File: config.mk
export PLATFORM = sky130hd
export DESIGN_NAME = uart_word_rx
export DESIGN_NICKNAME = d
export VERILOG_FILES = /design/src/rtl/uart_word_rx.sv
export SDC_FILE = /design/constraint.sdc
export NUM_CORES = 1
export LEC_CHECK = 0
export CAP_MARGIN = 30
export CORE_UTILIZATION = 45
export DETAILED_ROUTE_END_ITERATION = 10
export SYNTH_ARGS = -nofsm -noshare
export SYNTH_HDL_FRONTEND = slang
export SYNTH_SLANG_ARGS = --single-unit
File: constraint.sdc
create_clock -name clock -period 2.8 [get_ports clock]
set_clock_uncertainty 0.2 [all_clocks]
set_input_delay 0.56 -clock clock [delete_from_list [all_inputs] [get_ports clock]]
set_output_delay 0.56 -clock clock [all_outputs]
set_load 0.01 [all_outputs]
File: src/rtl/uart_word_rx.sv
// ============================================================================
// uart_word_rx : 8N1 UART receiver; packs 4 bytes LSB-first into a 32-bit word
// delivered via start/done/result. Optional UART_WORD_RX_TIMEOUT_EN macro
// drops stale partial words.  Revision: 1.0
// ============================================================================
`default_nettype none

module uart_word_rx #(
    parameter int CLKS_PER_BIT = 434
) (
    input  logic        clock,
    input  logic        reset,
    input  logic        clock_en,
    input  logic        start,
    input  logic        rx,
    output logic        done,
    output logic [31:0] result,
    output logic        error
);

    localparam int CNT_W = $clog2(CLKS_PER_BIT);
    localparam logic [CNT_W-1:0] HALF_C = CNT_W'(CLKS_PER_BIT / 2);
    localparam logic [CNT_W-1:0] LAST_C = CNT_W'(CLKS_PER_BIT - 1);

    localparam logic [1:0] S_IDLE  = 2'd0;
    localparam logic [1:0] S_START = 2'd1;
    localparam logic [1:0] S_DATA  = 2'd2;
    localparam logic [1:0] S_STOP  = 2'd3;

    logic             rx_meta_q, rx_sync_q, rx_prev_q;
    logic [1:0]       state_q, state_d;
    logic [CNT_W-1:0] cnt_q, cnt_d;
    logic [2:0]       bit_q, bit_d;
    logic [7:0]       shift_q, shift_d;
    logic [1:0]       idx_q, idx_d;
    logic [23:0]      word_q, word_d;
    logic [31:0]      hold_q, hold_d;
    logic             full_q, full_d;
    logic             pending_q, pending_d;
    logic [31:0]      result_q, result_d;
    logic             error_q, error_d;

    logic rx_fall, byte_ok, frame_err, commit_word, deliver, overrun, timeout;

    assign rx_fall = rx_prev_q & ~rx_sync_q;
    assign deliver = pending_q & full_q;

`ifdef UART_WORD_RX_TIMEOUT_EN
    localparam int TO_W = $clog2(16 * CLKS_PER_BIT);
    localparam logic [TO_W-1:0] TO_LAST = TO_W'(16 * CLKS_PER_BIT - 1);

    logic [TO_W-1:0] to_cnt_q, to_cnt_d;
    logic            to_armed;

    // Only a partial word sitting idle between bytes is subject to the timeout.
    assign to_armed = (state_q == S_IDLE) && (idx_q != 2'd0) && !rx_fall;
    assign timeout  = to_armed && (to_cnt_q == TO_LAST);
    assign to_cnt_d = (to_armed && !timeout) ? to_cnt_q + 1'b1 : '0;

    always_ff @(posedge clock or negedge reset) begin
        if (!reset) to_cnt_q <= '0;
        else        to_cnt_q <= to_cnt_d;
    end
`else
    assign timeout = 1'b0;
`endif

    always_comb begin
        state_d   = state_q;
        cnt_d     = cnt_q;
        bit_d     = bit_q;
        shift_d   = shift_q;
        idx_d     = idx_q;
        word_d    = word_q;
        hold_d    = hold_q;
        full_d    = full_q;
        pending_d = pending_q;
        result_d  = result_q;
        byte_ok   = 1'b0;
        frame_err = 1'b0;
        overrun   = 1'b0;

        case (state_q)
            S_IDLE: begin
                cnt_d = '0;
                if (rx_fall) state_d = S_START;
            end
            S_START: begin
                if (cnt_q == HALF_C) begin
                    cnt_d   = '0;
                    bit_d   = 3'd0;
                    state_d = rx_sync_q ? S_IDLE : S_DATA;
                end else begin
                    cnt_d = cnt_q + 1'b1;
                end
            end
            S_DATA: begin
                if (cnt_q == LAST_C) begin
                    cnt_d   = '0;
                    shift_d = {rx_sync_q, shift_q[7:1]};
                    bit_d   = bit_q + 3'd1;
                    if (bit_q == 3'd7) state_d = S_STOP;
                end else begin
                    cnt_d = cnt_q + 1'b1;
                end
            end
            S_STOP: begin
                if (cnt_q == LAST_C) begin
                    cnt_d     = '0;
                    state_d   = S_IDLE;
                    byte_ok   = rx_sync_q;
                    frame_err = ~rx_sync_q;
                end else begin
                    cnt_d = cnt_q + 1'b1;
                end
            end
            default: state_d = S_IDLE;
        endcase

        commit_word = byte_ok && (idx_q == 2'd3);

        if (frame_err || timeout) begin
            idx_d = 2'd0;
        end else if (byte_ok) begin
            idx_d = idx_q + 2'd1;
            case (idx_q)
                2'd0:    word_d[7:0]   = shift_q;
                2'd1:    word_d[15:8]  = shift_q;
                2'd2:    word_d[23:16] = shift_q;
                default: ;
            endcase
        end

        if (deliver) begin
            full_d    = 1'b0;
            pending_d = 1'b0;
            result_d  = hold_q;
        end else if (start && clock_en) begin
            pending_d = 1'b1;
        end

        // A delivery in the same cycle frees the slot, so that is not an overrun.
        if (commit_word) begin
            if (!full_q || deliver) begin
                hold_d = {shift_q, word_q};
                full_d = 1'b1;
            end else begin
                overrun = 1'b1;
            end
        end

        error_d = frame_err | overrun | timeout;
    end

    always_ff @(posedge clock or negedge reset) begin
        if (!reset) begin
            rx_meta_q <= 1'b1;
            rx_sync_q <= 1'b1;
            rx_prev_q <= 1'b1;
            state_q   <= S_IDLE;
            cnt_q     <= '0;
            bit_q     <= 3'd0;
            shift_q   <= 8'd0;
            idx_q     <= 2'd0;
            word_q    <= 24'd0;
            hold_q    <= 32'd0;
            full_q    <= 1'b0;
            pending_q <= 1'b0;
            result_q  <= 32'd0;
            error_q   <= 1'b0;
        end else begin
            rx_meta_q <= rx;
            rx_sync_q <= rx_meta_q;
            rx_prev_q <= rx_sync_q;
            state_q   <= state_d;
            cnt_q     <= cnt_d;
            bit_q     <= bit_d;
            shift_q   <= shift_d;
            idx_q     <= idx_d;
            word_q    <= word_d;
            hold_q    <= hold_d;
            full_q    <= full_d;
            pending_q <= pending_d;
            result_q  <= result_d;
            error_q   <= error_d;
        end
    end

    assign done   = deliver;
    assign result = deliver ? hold_q : result_q;
    assign error  = error_q;

endmodule

`default_nettype wire

# Word level (Yosys, flattened, before mapping)
# Cells that the tools add are included.
[totals]
register_bits = 118
out_inout_bits = 34
inputBits = 5
elab_cells = 82
[classes]
n_eq_ne = 14
n_reduce_logical = 17
n_addsub = 3
muxes = 27
n_bitwise = 5
[ops]
columns = ["op", "n"]
rows = [
  ["2-to-1 mux 32 bit", 1],
  ["case mux 9 bit (3 select lines)", 1],
  ["2-to-1 mux 9 bit", 2],
  ["2-to-1 mux 2 bit", 8],
  ["AND reduction 3 bit", 4],
  ["2-to-1 mux 1 bit", 11],
  ["!= test 2 bit (second input constant)", 5],
  ["adder 9 x 1 -> 9 bit (second input constant)", 1],
  ["equality test 9 x 8 -> 1 bit (second input constant)", 1],
  ["equality test 9 bit (second input constant)", 1],
  ["equality test 2 bit (second input constant)", 4],
  ["case mux 2 bit (4 select lines)", 1],
  ["2-to-1 mux 3 bit", 2],
  ["case mux 3 bit (2 select lines)", 1],
  ["nonzero test 2 bit", 3],
  ["AND reduction 5 bit", 1],
  ["equality test 2 x 1 -> 1 bit (second input constant)", 2],
  ["logical NOT 2 bit", 2],
  ["AND reduction 2 bit", 2],
  ["adder 3 x 1 -> 3 bit (second input constant)", 1],
  ["equality test 3 bit (second input constant)", 1],
  ["adder 2 x 1 -> 2 bit (second input constant)", 1],
  ["bitwise AND 1 bit", 2],
  ["logical AND 1 bit", 2],
  ["other kinds (5)", 6],
]

# Depth between registers and ports, before layout
# Gate-level depths: netlist of run 1.
[logic_depth]
ltp_word = 6
mapped_depth = 8
ltp_nobuf = 6

# Worst setup path before layout of run 1
# OpenSTA, ideal clock, no wires.
[synth_timing]
path_type = "register to register"
startpoint = "register cnt_q[1]"
endpoint = "register hold_q[0]"
setup_time_ns = 0.125
stages_incl_launch_ff = 9
slack_ns = 0.406
arrival_time_ns = 2.069
cell_sequence = "dfrtp_1 -> inv_1 -> ha_1 -> nand4b_1 -> or3_1 -> buf_2 -> nor4_4 -> buf_6 -> mux2_2"
[synth_between]
elab_chain_len = 5
[synth_lines]
columns = ["element", "line", "text"]
rows = [
  ["start: declaration", "32", "logic [CNT_W-1:0] cnt_q, cnt_d;"],
  ["start signal: assignment", "176", "cnt_q <= cnt_d;"],
  ["equality test 9 bit", "108", "if (cnt_q == LAST_C) begin"],
  ["2-to-1 mux 1 bit", "108", ""],
  ["2-to-1 mux 1 bit", "83", "case (state_q)"],
  ["logical AND 1 bit", "120", "commit_word = byte_ok && (idx_q == 2'd3);"],
  ["AND reduction 2 bit (no source line)", "n/a", ""],
  ["end signal: assignment", "181", "hold_q <= hold_d;"],
  ["end: declaration", "37", "logic [31:0] hold_q, hold_d;"],
]
# Every way passes these cells.
# A chain may end at the register's enable or synchronous reset.

# Worst setup path in the final report of run 1
[layout_timing]
startpoint = "register pending_q"
endpoint = "output result[2]"
[layout_between]
elab_chain_len = 2
[layout_lines]
columns = ["element", "line", "text"]
rows = [
  ["start: declaration", "39", "logic pending_q, pending_d;"],
  ["start signal: assignment", "183", "pending_q <= pending_d;"],
  ["bitwise AND 1 bit", "46", "assign deliver = pending_q & full_q;"],
  ["2-to-1 mux 32 bit", "n/a", ""],
  ["end: declaration", "17", "output logic [31:0] result,"],
]
# Every way passes these cells.

==> out/qor.yml, run 1 <==
outcome:
  status: "complete, no violations"
global_routing:
  grt_overflow: 0
  antenna_found_initial: 0
  grt_pass1_vias: 2732
  grt_max_degree: 46
  grt_pass1_wl_um: 14200
  grt_usage_pct: 17.1
power_and_ir_drop:
  powerDensity_nw_per_um2: 679
  swShare_pct: 22.1
  combPwrFrac_pct: 4.3
  p_int_mw: 3.08
  total_power_mw: 3.96
  power_frac_seq_pct: 46.3
  p_leak_nw: 3.10
  switching_power_uw: 877
  p_clk_share_pct: 49.5
  vdd_drop_max_v: 0.000404
worst_setup_path:
  cp-start-kind: "flip-flop"
  reg2reg_depth: 7
  path_class: "reg2out"
  worst_setup_path_end_kind: "primary output"
  required_ns: 2.04
  critPathMaxFanout: 13
  arrival_ns: 1.96
yosys:
  syn-mean-instance-area_sq_um: 15.1
  syn_nets: 322
  yosys_warnings: 0
  synth_seq_cells: 118
  seq_area_frac_synth_pct: 63.2
  syn_area_sq_um: 4670
  syn_inst: 309
  synth_cell_type_count: 37
die:
  die_x_um: 104
  rows: 36
  coreArea_sq_um: 9910
  initial_core_util_pct: 47.2
  die_area_sq_um: 10800
  die_h_um: 104
  pin_count: 39
cells_and_area:
  multi_input_area_sq_um: 1640
  diodes: 0
  n_fill_cell: 829
  syn2layout_area_growth_pct: 24.7
  regArea_sq_um: 2960
  drive_above_1_share_pct: 37.2
  final_nets: 383
clocking:
  cts_tree: "yes"
  cts.sinks: 118
  cts_max_level: 4
  clk_pin_slew_ns: 0.05
  cts_made_buffers: 17
  cts_root_buf: "clkbuf_8"
  cts_buffer_depth: 2
  clk_latency_ns: 0.50
sta:
  hold_viol_final: 0
  slew_headroom_pct: 64.1
  fin_tns_setup_ns: 0
  period_share_pct: 97.1
  worst_pin_slew_ns: 0.539
  timing.final.ws_setup_ns: 0.0815
  drv_slew: 0
  min_period_ns: 2.72
  finalSetupViolations: 0
  fmax_mhz: 368
  rsz0062_at_grt: "false"
placement:
  gp_congestion: 0.824
  pre_cts_ws_ns: 0.322
  hpwlAfterDp_um: 5070
  portBuffers: 38
run:
  max_cap_viol_count: 0
detailed_routing:
  drtIter0Drc: 62
  drcViolationCount: 0
  ant_nets: 0
  routed_wl_um: 8190
  drt_pass1_iterations: 4
  vias: 2601
  vias_per_cell: 5.05
  wl_per_cell_um: 15.9
hold_path:
  min_path_cells: 0
  hold_class: "reg2reg"
-- cell usage in the layout (no fill, tap or decap), types with 2 or more instances in the layout --
| master | n |
|---|---|
| dfrtp_1 | 115 |
| mux2_2 | 91 |
| dlygate4sd2_1 | 32 |
| clkbuf_16 | 16 |
| nor2_1 | 13 |
| nand2_1 | 12 |
| buf_4 | 11 |
| ha_1 | 8 |
| clkinv_2 | 7 |
| xor2_1 | 6 |
| inv_1 | 5 |
| clkdlybuf4s50_1 | 5 |
| o21ai_0 | 4 |
| mux2_1 | 4 |
| mux2i_1 | 4 |
| nand4_2 | 3 |
| clkbuf_1 | 3 |
| buf_12 | 3 |
| dfstp_2 | 3 |
| nand4b_1 | 2 |
| or4_1 | 2 |
| nand4_1 | 2 |
| xnor2_1 | 2 |
| nand3_1 | 2 |
| a21oi_1 | 2 |
| nand2b_1 | 2 |
| nor3b_1 | 2 |
| bufinv_16 | 2 |
| clkinvlp_4 | 2 |
-- final timing paths --
check                             end  startpoint  slack, ns
min in group asynchronous  hold_q[11]       reset       0.39
max reg2reg                 hold_q[1]    cnt_q[1]       0.30
min reg2reg                 rx_sync_q   rx_meta_q       0.15
min                         rx_sync_q   rx_meta_q       0.15
max                         result[2]   pending_q       0.08
max in group asynchronous  hold_q[24]       reset       1.35
-- registers in the layout, indices dropped and copies added (netlist names), 2 cells and up, named ones only --
register,cells
idx_q,2
cnt_q,9
hold_q,32
word_q,24
result_q,32
shift_q,8
bit_q,3
-- cell type report --
type / count / area share, %
clock buffers: 20 / 7.30
inverters: 5 / 0.322
multi-input cells: 175 / 28.2
well taps: 133 / 2.85
clock inverters: 11 / 1.89
flip-flops and latches: 118 / 50.7
repair buffers: 53 / 8.76
-- what timing repair did --
item	in CTS	in global routing
endpoints found under the setup margin	32	0
endpoints found under the hold margin	35	0
buffers inserted	5	0
hold buffers	1	0
resized for setup	35	0
-- routing by layer --
metal	share of wire [%]	wire (um)	vias up	global-route usage, %
li1	-	-	1211	-
met1	49	3980	1345	23.2
met2	47	3880	41	25.8
met3	3.3	273	4	5.33
met4	0.67	55	0	6.73
met5	0	0	-	0
-- synthesized netlist by cell type, drive strengths merged --
library cell  count  area share, %
dfrtp           115             62
mux2             95             23
nand2            13            1.0
nor2             13            1.0
buf               8            1.2
ha                8            2.1
xor2              6            1.1
inv               5           0.40
nand4             5            1.1
mux2i             4           0.86
o21ai             4           0.43
clkbuf            3           0.24
dfstp             3            1.7
a21oi             2           0.21
nand2b            2           0.27
nand3             2           0.21
nand4b            2           0.37
nor3b             2           0.32
nor4              2           0.59
or4               2           0.32
xnor2             2           0.37
a21o              1           0.16
a22o              1           0.19
a22oi             1           0.16
a311oi            1           0.19
and2              1           0.13
and4              1           0.19
nand3b            1           0.16
nor2b             1           0.13
nor3              1           0.11
or2               1           0.13
or3               1           0.13
-- logic make-up after synthesis --
kind of cell,Yosys count,share of synthesized area (%)
AND/OR/NAND/NOR,50,6.24
multiplexers,99,23.7
XOR/XNOR,8,1.50
buffers and inverters,16,1.79
AO/OA/AOI/OAI,10,1.34
adder cells (fa/ha/maj),8,2.14
flip-flops,118,63.2
-- power by group through the flow --
stage	Combinational [mW]	Clock [mW]	Sequential [mW]
CTS	0.174	2.01	1.83
floorplan	0.109	0	1.84
detailed placement	0.166	0	1.86
global route	0.192	2.09	1.84
finish	0.168	1.96	1.83
global placement	0.164	0	1.86
-- critical path, cell delays in order (launching register included) --
cell	delay, ns
dfrtp_1	0.41
nand2_4	0.13
buf_12	0.15
buf_4	0.14
mux2_2	0.34
dlygate4sd2_1	0.28
-- per-stage QoR --
stage / hold slack, ns / area [sq um] / instances / util, %
after floorplan: 0.0644 / 4670 / 309 / -
after global placement: 0.146 / 5250 / 477 / 53.0
after detailed placement: 0.148 / 5250 / 477 / 53.0
after CTS: 0.155 / 5830 / 515 / 58.8
after global routing: 0.162 / 5830 / 515 / 58.8
final: 0.152 / 5830 / 515 / 58.8
No activity file was read; power rests on OpenSTA's default activity.
==> inputs of run 2 (changes only) <==
- clock period: 2.8 -> 3.42 ns (I/O delays scaled with it)
==> run 2 against run 1 <==
  * Sequential power fell by 18%
  * Routed wire length fell by 2.8%
  * Non-clock buffer count fell by 6
  * Final cell count fell by 1.2%
  * Die area did not move
  * Global-route usage fell by 0.67 points
  * Clock power fell by 3%
==> out/qor.yml, run 2 (synthesized netlist as in run 1, its figures left out) <==
power_and_ir_drop:
  powerDensity_nw_per_um2: 601  # was 679 nW/um^2
  p_leak_nw: 2.94  # was 3.10 nW
  vdd_drop_max_v: 0.000356  # was 0.000404 V
global_routing:
  grt_usage_pct: 16.5  # was 17.1%
  antenna_found_initial: 0  # unchanged
  grt_pass1_vias: 2770  # was 2732
  grt_overflow: 0  # unchanged
  grt_pass1_wl_um: 13800  # was 14200 um
  grt_max_degree: 36  # was 46
placement:
  portBuffers: 38  # unchanged
  hpwlAfterDp_um: 5180  # was 5070 um
  gp_congestion: 0.769  # was 0.824
cells_and_area:
  final_common_cell: "dfrtp_1"  # unchanged
  utilization_pct: 59.3  # was 58.8%
  final_cell_mix: "dfrtp_1, mux2_2, clkdlybuf4s50_1"  # was dfrtp_1, mux2_2, dlygate4sd2_1
  final_nets: 377  # was 383
  n_fill_cell: 773  # was 829
  drive_above_1_share_pct: 36.2  # was 37.2%
  diodes: 0  # unchanged
  largestRegisters: "hold_q (32), result_q (32), word_q (24)"  # unchanged
  syn2layout_area_growth_pct: 25.6  # was 24.7%
die:
  initial_core_util_pct: 47.2  # unchanged
  rows: 36  # unchanged
  die_area_sq_um: 10800  # unchanged
  die_x_um: 104  # unchanged
  die_h_um: 104  # unchanged
  coreArea_sq_um: 9910  # unchanged
  pin_count: 39  # unchanged
detailed_routing:
  drt_pass1_iterations: 4  # unchanged
  drtIter0Drc: 49  # was 62
  ant_nets: 0  # unchanged
  vias_per_cell: 5.06  # was 5.05
  drcViolationCount: 0  # unchanged
  wl_per_cell_um: 15.6  # was 15.9 um
  routed_wl_um: 7960  # was 8190 um
  vias: 2577  # was 2601
sta:
  fin_tns_setup_ns: 0  # unchanged
  holdWs_ns: 0.162  # was 0.152 ns
  drv_slew: 0  # unchanged
  rsz0062_at_grt: "false"  # unchanged
  period_share_pct: 90.2
  slew_headroom_pct: 50.2  # was 64.1%
  min_period_ns: 3.09
  hold_viol_final: 0  # unchanged
  finalSetupViolations: 0  # unchanged
  worst_pin_slew_ns: 0.747  # was 0.539 ns
  fmax_mhz: 324
hold_path:
  hold_class: "reg2reg"  # unchanged
  min_path_cells: 0  # unchanged
worst_setup_path:
  cp-start-kind: "flip-flop"  # unchanged
  reg2reg_depth: 7  # unchanged
  rrSetupSlack_ns: 0.73  # was 0.30 ns
  worst_setup_path_end_kind: "primary output"  # unchanged
  arrival_ns: 2.20  # was 1.96 ns
  path_class: "reg2out"  # unchanged
  critPathMaxFanout: 21  # was 13
  required_ns: 2.54  # was 2.04 ns
clocking:
  cts_root_buf: "clkbuf_8"  # unchanged
  cts_buffer_depth: 2  # unchanged
  clk_pin_slew_ns: 0.06  # was 0.05 ns
  cts_made_buffers: 17  # unchanged
  cts_setup_buffers: 0  # was 5
  cts_tree: "yes"  # unchanged
  clk_latency_ns: 0.50  # about the same
  cts.sinks: 118  # unchanged
  cts_max_level: 4  # unchanged
  cts_resized: 0  # was 35
outcome:
  status: "complete, no violations"  # unchanged
run:
  max_cap_viol_count: 0  # unchanged
==> run 2: changes by cell type in the layout (fill, tap and decap cells not counted), sizes merged <==
cell and change:
clkinvlp -1, buf -6, bufinv +3, clkbuf +2, clkdlybuf4s50 +32, dlygate4sd2 -32
clkinv -4
==> run 2: area by class of cell <==
type | instances | area [sq um] | area share [%]
Clock buffer | 22 | 463 | 7.88
Clock inverter | 9 | 173 | 2.94
Inverter | 5 | 18.8 | 0.320
Multi-Input combinational cell | 175 | 1630 | 27.8
Sequential cell | 118 | 2960 | 50.4
Tap cell | 133 | 166 | 2.83
Timing Repair Buffer | 47 | 460 | 7.84
==> run 2: worst paths after layout <==
check,end,from
max,result[28],pending_q
min,rx_sync_q,rx_meta_q
max reg2reg,hold_q[29],cnt_q[1]
min reg2reg,rx_sync_q,rx_meta_q
max in group asynchronous,word_q[16],reset
min in group asynchronous,hold_q[11],reset
==> run 2: stage by stage <==
| step | total power [mW] | worst slack [ns] | area, sq um | cells |
|---|---|---|---|---|
| after detailed placement | 1.66 | 0.734 | 5230 | 477 |
| after floorplan | 1.59 | 1.03 | 4670 | 309 |
| after global routing | 3.66 | 0.216 | 5870 | 509 |
| final | 3.53 | 0.335 | 5870 | 509 |
| after global placement | 1.65 | 0.803 | 5230 | 477 |
| after CTS | 3.57 | 0.286 | 5870 | 509 |
==> run 2: repair_timing <==
action                                 in CTS  in global routing
setup endpoints to repair                   0                  0
hold buffers                                1                  0
endpoints found under the hold margin      29                  0
==> run 2: layer usage <==
metal  GRT usage [%]  part of all wire, %
met1            22.4                   49
met2            25.0                   47
met3            4.64                  3.3
met4            6.43                  1.3
met5               0                    0
==> run 2: power by group <==
part	switching [mW]	internal, mW
Combinational	0.0750	0.0592
Clock	0.588	1.31
Sequential	0.0553	1.44
==> run 2: worst max-delay path: stages (launching register included) <==
cell and delay [ns]:
dfrtp_1 0.40, nand2_1 0.10, buf_4 0.30, mux2_2 0.40, clkdlybuf4s50_1 0.50
